File: src/rtl/onn_pkg.sv
// Shared types for the oscillatory neural network coupling logic.
// Holds the FSM state enum, default weight width and weight typedef.
package onn_pkg;

  typedef enum logic [1:0] {
    IDLE,
    LOAD,
    RUN
  } onn_state_t;

  localparam int W_WIDTH_DEF = 5;

  typedef logic signed [W_WIDTH_DEF-1:0] coupling_weight_t;

endpackage

File: src/rtl/onn_weight_bank.sv
// Coupling weight register file with serial load index.
// Ports: clk, reset, restart, wr_en, w_data -> weights (flat), last_write.
module onn_weight_bank
  import onn_pkg::*;
#(
  parameter int N_IN    = 4,
  parameter int W_WIDTH = W_WIDTH_DEF,
  localparam int IDX_W  = $clog2(N_IN)
) (
  input  logic                      clk,
  input  logic                      reset,
  input  logic                      restart,
  input  logic                      wr_en,
  input  logic [W_WIDTH-1:0]        w_data,
  output logic [N_IN*W_WIDTH-1:0]   weights,
  output logic                      last_write
);

  logic [IDX_W-1:0]   idx;
  logic [W_WIDTH-1:0] bank [N_IN];

  assign last_write = wr_en && (idx == IDX_W'(N_IN - 1));

  for (genvar i = 0; i < N_IN; i++) begin : g_flat
    assign weights[i*W_WIDTH +: W_WIDTH] = bank[i];
  end

  always_ff @(posedge clk) begin
    if (reset) begin
      idx <= '0;
      for (int i = 0; i < N_IN; i++) begin
        bank[i] <= '0;
      end
    end else if (restart) begin
      idx <= '0;
    end else if (wr_en) begin
      bank[idx] <= w_data;
      idx       <= last_write ? '0 : idx + IDX_W'(1);
    end
  end

endmodule

File: src/rtl/onn_coupling_sum.sv
// Weighted coupling sum of neighbour oscillators with hysteretic threshold.
// Ports: clk, reset, load_start, w_valid/w_data/w_ready, osc_in -> weights_loaded, sum_out, nin_out.
module onn_coupling_sum
  import onn_pkg::*;
#(
  parameter int N_IN    = 4,
  parameter int W_WIDTH = W_WIDTH_DEF,
  localparam int SUM_W  = W_WIDTH + 1 + $clog2(N_IN)
) (
  input  logic                    clk,
  input  logic                    reset,
  input  logic                    load_start,
  input  logic                    w_valid,
  input  logic [W_WIDTH-1:0]      w_data,
  output logic                    w_ready,
  input  logic [N_IN-1:0]         osc_in,
  output logic                    weights_loaded,
  output logic signed [SUM_W-1:0] sum_out,
  output logic                    nin_out
);

  onn_state_t                  state;
  logic [N_IN*W_WIDTH-1:0]     weights;
  logic                        last_write;
  logic                        wr_en;
  logic [N_IN-1:0]             osc_q;
  logic                        osc_v;
  logic                        sum_v;
  logic signed [SUM_W-1:0]     term [N_IN];
  logic signed [SUM_W-1:0]     sum_d;

  assign w_ready = (state == LOAD);
  // restart wins over a simultaneous word
  assign wr_en   = w_valid && w_ready && !load_start;

  onn_weight_bank #(
    .N_IN    (N_IN),
    .W_WIDTH (W_WIDTH)
  ) u_bank (
    .clk        (clk),
    .reset      (reset),
    .restart    (load_start),
    .wr_en      (wr_en),
    .w_data     (w_data),
    .weights    (weights),
    .last_write (last_write)
  );

  // extend before negating so the most negative weight flips exactly
  for (genvar i = 0; i < N_IN; i++) begin : g_term
    logic signed [W_WIDTH-1:0] w_i;
    assign w_i     = weights[i*W_WIDTH +: W_WIDTH];
    assign term[i] = osc_q[i] ? SUM_W'(w_i) : -SUM_W'(w_i);
  end

  always_comb begin
    sum_d = '0;
    for (int i = 0; i < N_IN; i++) begin
      sum_d = sum_d + term[i];
    end
  end

  always_ff @(posedge clk) begin
    if (reset) begin
      state          <= IDLE;
      weights_loaded <= 1'b0;
      osc_q          <= '0;
      osc_v          <= 1'b0;
      sum_v          <= 1'b0;
      sum_out        <= '0;
      nin_out        <= 1'b0;
    end else begin
      unique case (state)
        IDLE: begin
          if (load_start) state <= LOAD;
        end
        LOAD: begin
          if (last_write) begin
            state          <= RUN;
            weights_loaded <= 1'b1;
          end
        end
        RUN: begin
          if (load_start) begin
            state          <= LOAD;
            weights_loaded <= 1'b0;
          end
        end
        default: state <= IDLE;
      endcase

      // stage valids keep stale data out of sum_out/nin_out on RUN entry
      if (state == RUN) begin
        osc_q <= osc_in;
        osc_v <= 1'b1;
        if (osc_v) begin
          sum_out <= sum_d;
          sum_v   <= 1'b1;
        end
        if (sum_v) begin
          if (sum_out > 0)      nin_out <= 1'b1;
          else if (sum_out < 0) nin_out <= 1'b0;
        end
      end else begin
        osc_v <= 1'b0;
        sum_v <= 1'b0;
      end
    end
  end

endmodule

File: config.mk
export PLATFORM = sky130hd
export DESIGN_NAME = onn_coupling_sum
export DESIGN_NICKNAME = d
export VERILOG_FILES = /design/src/rtl/onn_pkg.sv /design/src/rtl/onn_weight_bank.sv /design/src/rtl/onn_coupling_sum.sv
export SDC_FILE = /design/constraint.sdc
export NUM_CORES = 1
export LEC_CHECK = 0
export CORE_MARGIN = 1.5
export CORE_UTILIZATION = 50
export DETAILED_ROUTE_END_ITERATION = 7
export PLACE_DENSITY = 0.71
export SLEW_MARGIN = 0
export SYNTH_ARGS = -nofsm -noshare
export SYNTH_HDL_FRONTEND = slang
export SYNTH_SLANG_ARGS = --single-unit
File: constraint.sdc
create_clock -name clk -period 4 [get_ports clk]
set_input_delay 0.6 -clock clk [delete_from_list [all_inputs] [get_ports clk]]
set_output_delay 0.6 -clock clk [all_outputs]
set_load 0.03 [all_outputs]
==> results.ini <==
[status]
run_status=completed

[cts]
cts_sinks=40
cts_buffers=5
htree_num_levels=2
clk_latency_ns=0.29
post_cts_buffers=0
cts_tree=yes
cts_max_path_buffers=2
root_buffer=clkbuf_8
clk_pin_slew_worst_paths_ns=0.08

[floorplanning]
die_w_um=75.3
core_um2=5070
dieArea_um2=5670
initial_utilization_pct=51.5
rows=26
die_h_um=75.3
io_pins=24

[job]
max_cap_viol_count=0

[synth]
postSynthNetCount=309
ys_warn_count=0
synth.yosys.seq_area_share_pct=38.3
syn_inst=270
synth_edf_count=20
ys_types=40
syn_area_um2=2610
synth_ff_type=edfxtp_1
synth_seq_cells=40
synthArstFlopShare_pct=0
syn-mean-instance-area_um2=9.68

[sta]
period_share_pct=94.1
worstMarginPinSlew_ns=0.648
slew_headroom_pct=56.7
clock_skew_ns=0.00620
hold_viol=0
finalSetupTns_ns=0
setup_ws_ns=0.236
setup_viol=0
fin_crit_ns=3.76
max_freq_mhz=266
slew_violations=0

[place]
port_buffers=23
dp_hpwl_mm=3.84
post_dp_cell_area_um2=2920
gp_congestion=0.837
dp_worst_setup_slack_ns=0.0726

[pwr]
ir_worst_vdd_uv=212
power_density_nw_per_um2=363
p_leak_nw=1.23

[detailed_routing]
vias=1808
drt_iter0_markers=69
wl_per_cell_um=12.9
drc=0
firstDrtPassIters=4
drt_wl_total_mm=4.70
vias_per_cell=4.95
ant_nets=0

[layout]
layout_common_cells=31 x inv_1, 24 x nand2_1, 23 x clkdlybuf4s50_1
fin_nets=333
drive_gt1_share_pct=7.12
syn_to_final_growth_pct=16.1
diodes=0
final_common_cell=inv_1
num-fill-cells=463
postLayoutCoreUtil_pct=59.8
design_area_um2=3040

[critical_path]
rrSetupSlack_ns=0.24
r2r_cells=15
worstPathRequired_ns=4.22
crit_type=reg -> reg
r2r-end=sum_out[7]
end_kind=flip-flop
critPathBufInv=3
path_delay_family=adder cells
startpoint=u_bank.bank[3][0]
worst_path_max_delay_cell=fa_1
crit_arrival_ns=3.98
cp_cell_sequence=clkinv_1, ha_1, mux2_2, fa_1, inv_1, fa_1, inv_1, ha_1, fa_2, a21o_1, a21oi_2, o21bai_1, a21oi_1, xnor2_1, a211oi_2
reg2reg_from=u_bank.bank[3][0]
cpPeakStageDelay_ns=0.54
cp-start-kind=flip-flop
cp_max_fo=3
critical_path_cell_count=15
critPathCapture=sum_out[7]

[global_route]
antenna_found_initial=0
grt_first_pass_wirelength_mm=7.85
grt_pass1_vias=1719
grt_use_total_pct=19.0
grt_overflow=0
grt_max_degree=28

[min_path]
hold_class=reg -> reg

repair_timing:
| item | CTS | global route |
|---|---|---|
| endpoints found under the setup margin | 0 | 1 |
| resized for setup | 0 | 2 |
| hold buffers | 0 | 0 |
worst min path at each step:
stage / startpoint / to / cells past startpoint
global route: sum_out[5] / sum_out[5] / 2
finish: sum_out[5] / sum_out[5] / 2
global placement: sum_out[5] / sum_out[5] / 2
detailed placement: sum_out[4] / sum_out[4] / 2
floorplan: sum_v / nin_out / 1
CTS: sum_out[4] / sum_out[4] / 2
tightest hold or removal path: stages, from the launching register on:
cell and delay (ns):
dfxtp_1 0.32, nand2_1 0.06, a21oi_1 0.05
metal layers:
| metal | global-route usage, % | vias up | routed length (um) |
|---|---|---|---|
| met1 | 22.9 | 823 | 2060 |
| li1 | - | 938 | - |
| met3 | 3.70 | 12 | 127 |
| met5 | 0 | - | 0 |
| met4 | 6.75 | 0 | 95 |
| met2 | 33.9 | 35 | 2410 |
area by class of cell:
class                           count  area, um2  area share, %
Sequential cell                    40       1000           33.0
Clock buffer                        5       68.8           2.27
Inverter                           33        124           4.08
Tap cell                           70       87.6           2.89
Clock inverter                      3       37.5           1.24
Multi-Input combinational cell    187       1460           48.0
Timing Repair Buffer               27        260           8.57
sequential cells by signal, summed over array words and instances (netlist names):
register / flops
osc_v: 1
sum_out: 8
u_bank.idx: 2
u_bank.bank: 20
state: 2
osc_q: 4
weights_loaded: 1
sum_v: 1
nin_out: 1
cells in the mapped netlist, types with 3 or more instances:
library cell,count,area share (%)
dfxtp_1,20,15
clkbuf_1,9,1.3
inv_1,31,4.5
nand2_1,24,3.4
a21oi_1,21,4.0
and2_1,22,5.3
ha_1,12,5.7
nor3_1,9,1.7
edfxtp_1,20,23
mux2_2,3,1.3
nor2_1,21,3.0
fa_1,14,11
xnor2_1,10,3.4
xor2_1,10,3.4
a211oi_1,3,0.86
nor4_1,3,0.72
or2_1,4,0.96
mux2i_1,6,2.3
report_power, final:
part,switching (mW),internal [mW],leakage (nW)
Combinational,0.176,0.160,0.806
Sequential,0.0105,0.438,0.369
Clock,0.135,0.182,0.0532
kinds of logic after synthesis:
family	Yosys count	synth area share (%)
fa+ha+maj	26	16.5
compound gates	39	10.2
flops	40	38.3
mux	9	3.59
xor+xnor	21	7.56
simple gates	92	17.6
buf+inv	43	6.22
stage by stage:
stage / hold slack [ns] / power (mW) / instances
2_1_floorplan: 0.442 / 0.715 / 270
3_3_place_gp: 0.456 / 0.783 / 357
3_5_place_dp: 0.462 / 0.789 / 357
4_1_cts: 0.472 / 1.11 / 365
5_1_grt: 0.498 / 1.18 / 365
6_report: 0.469 / 1.10 / 365
Power figures use the tool's default switching activity.
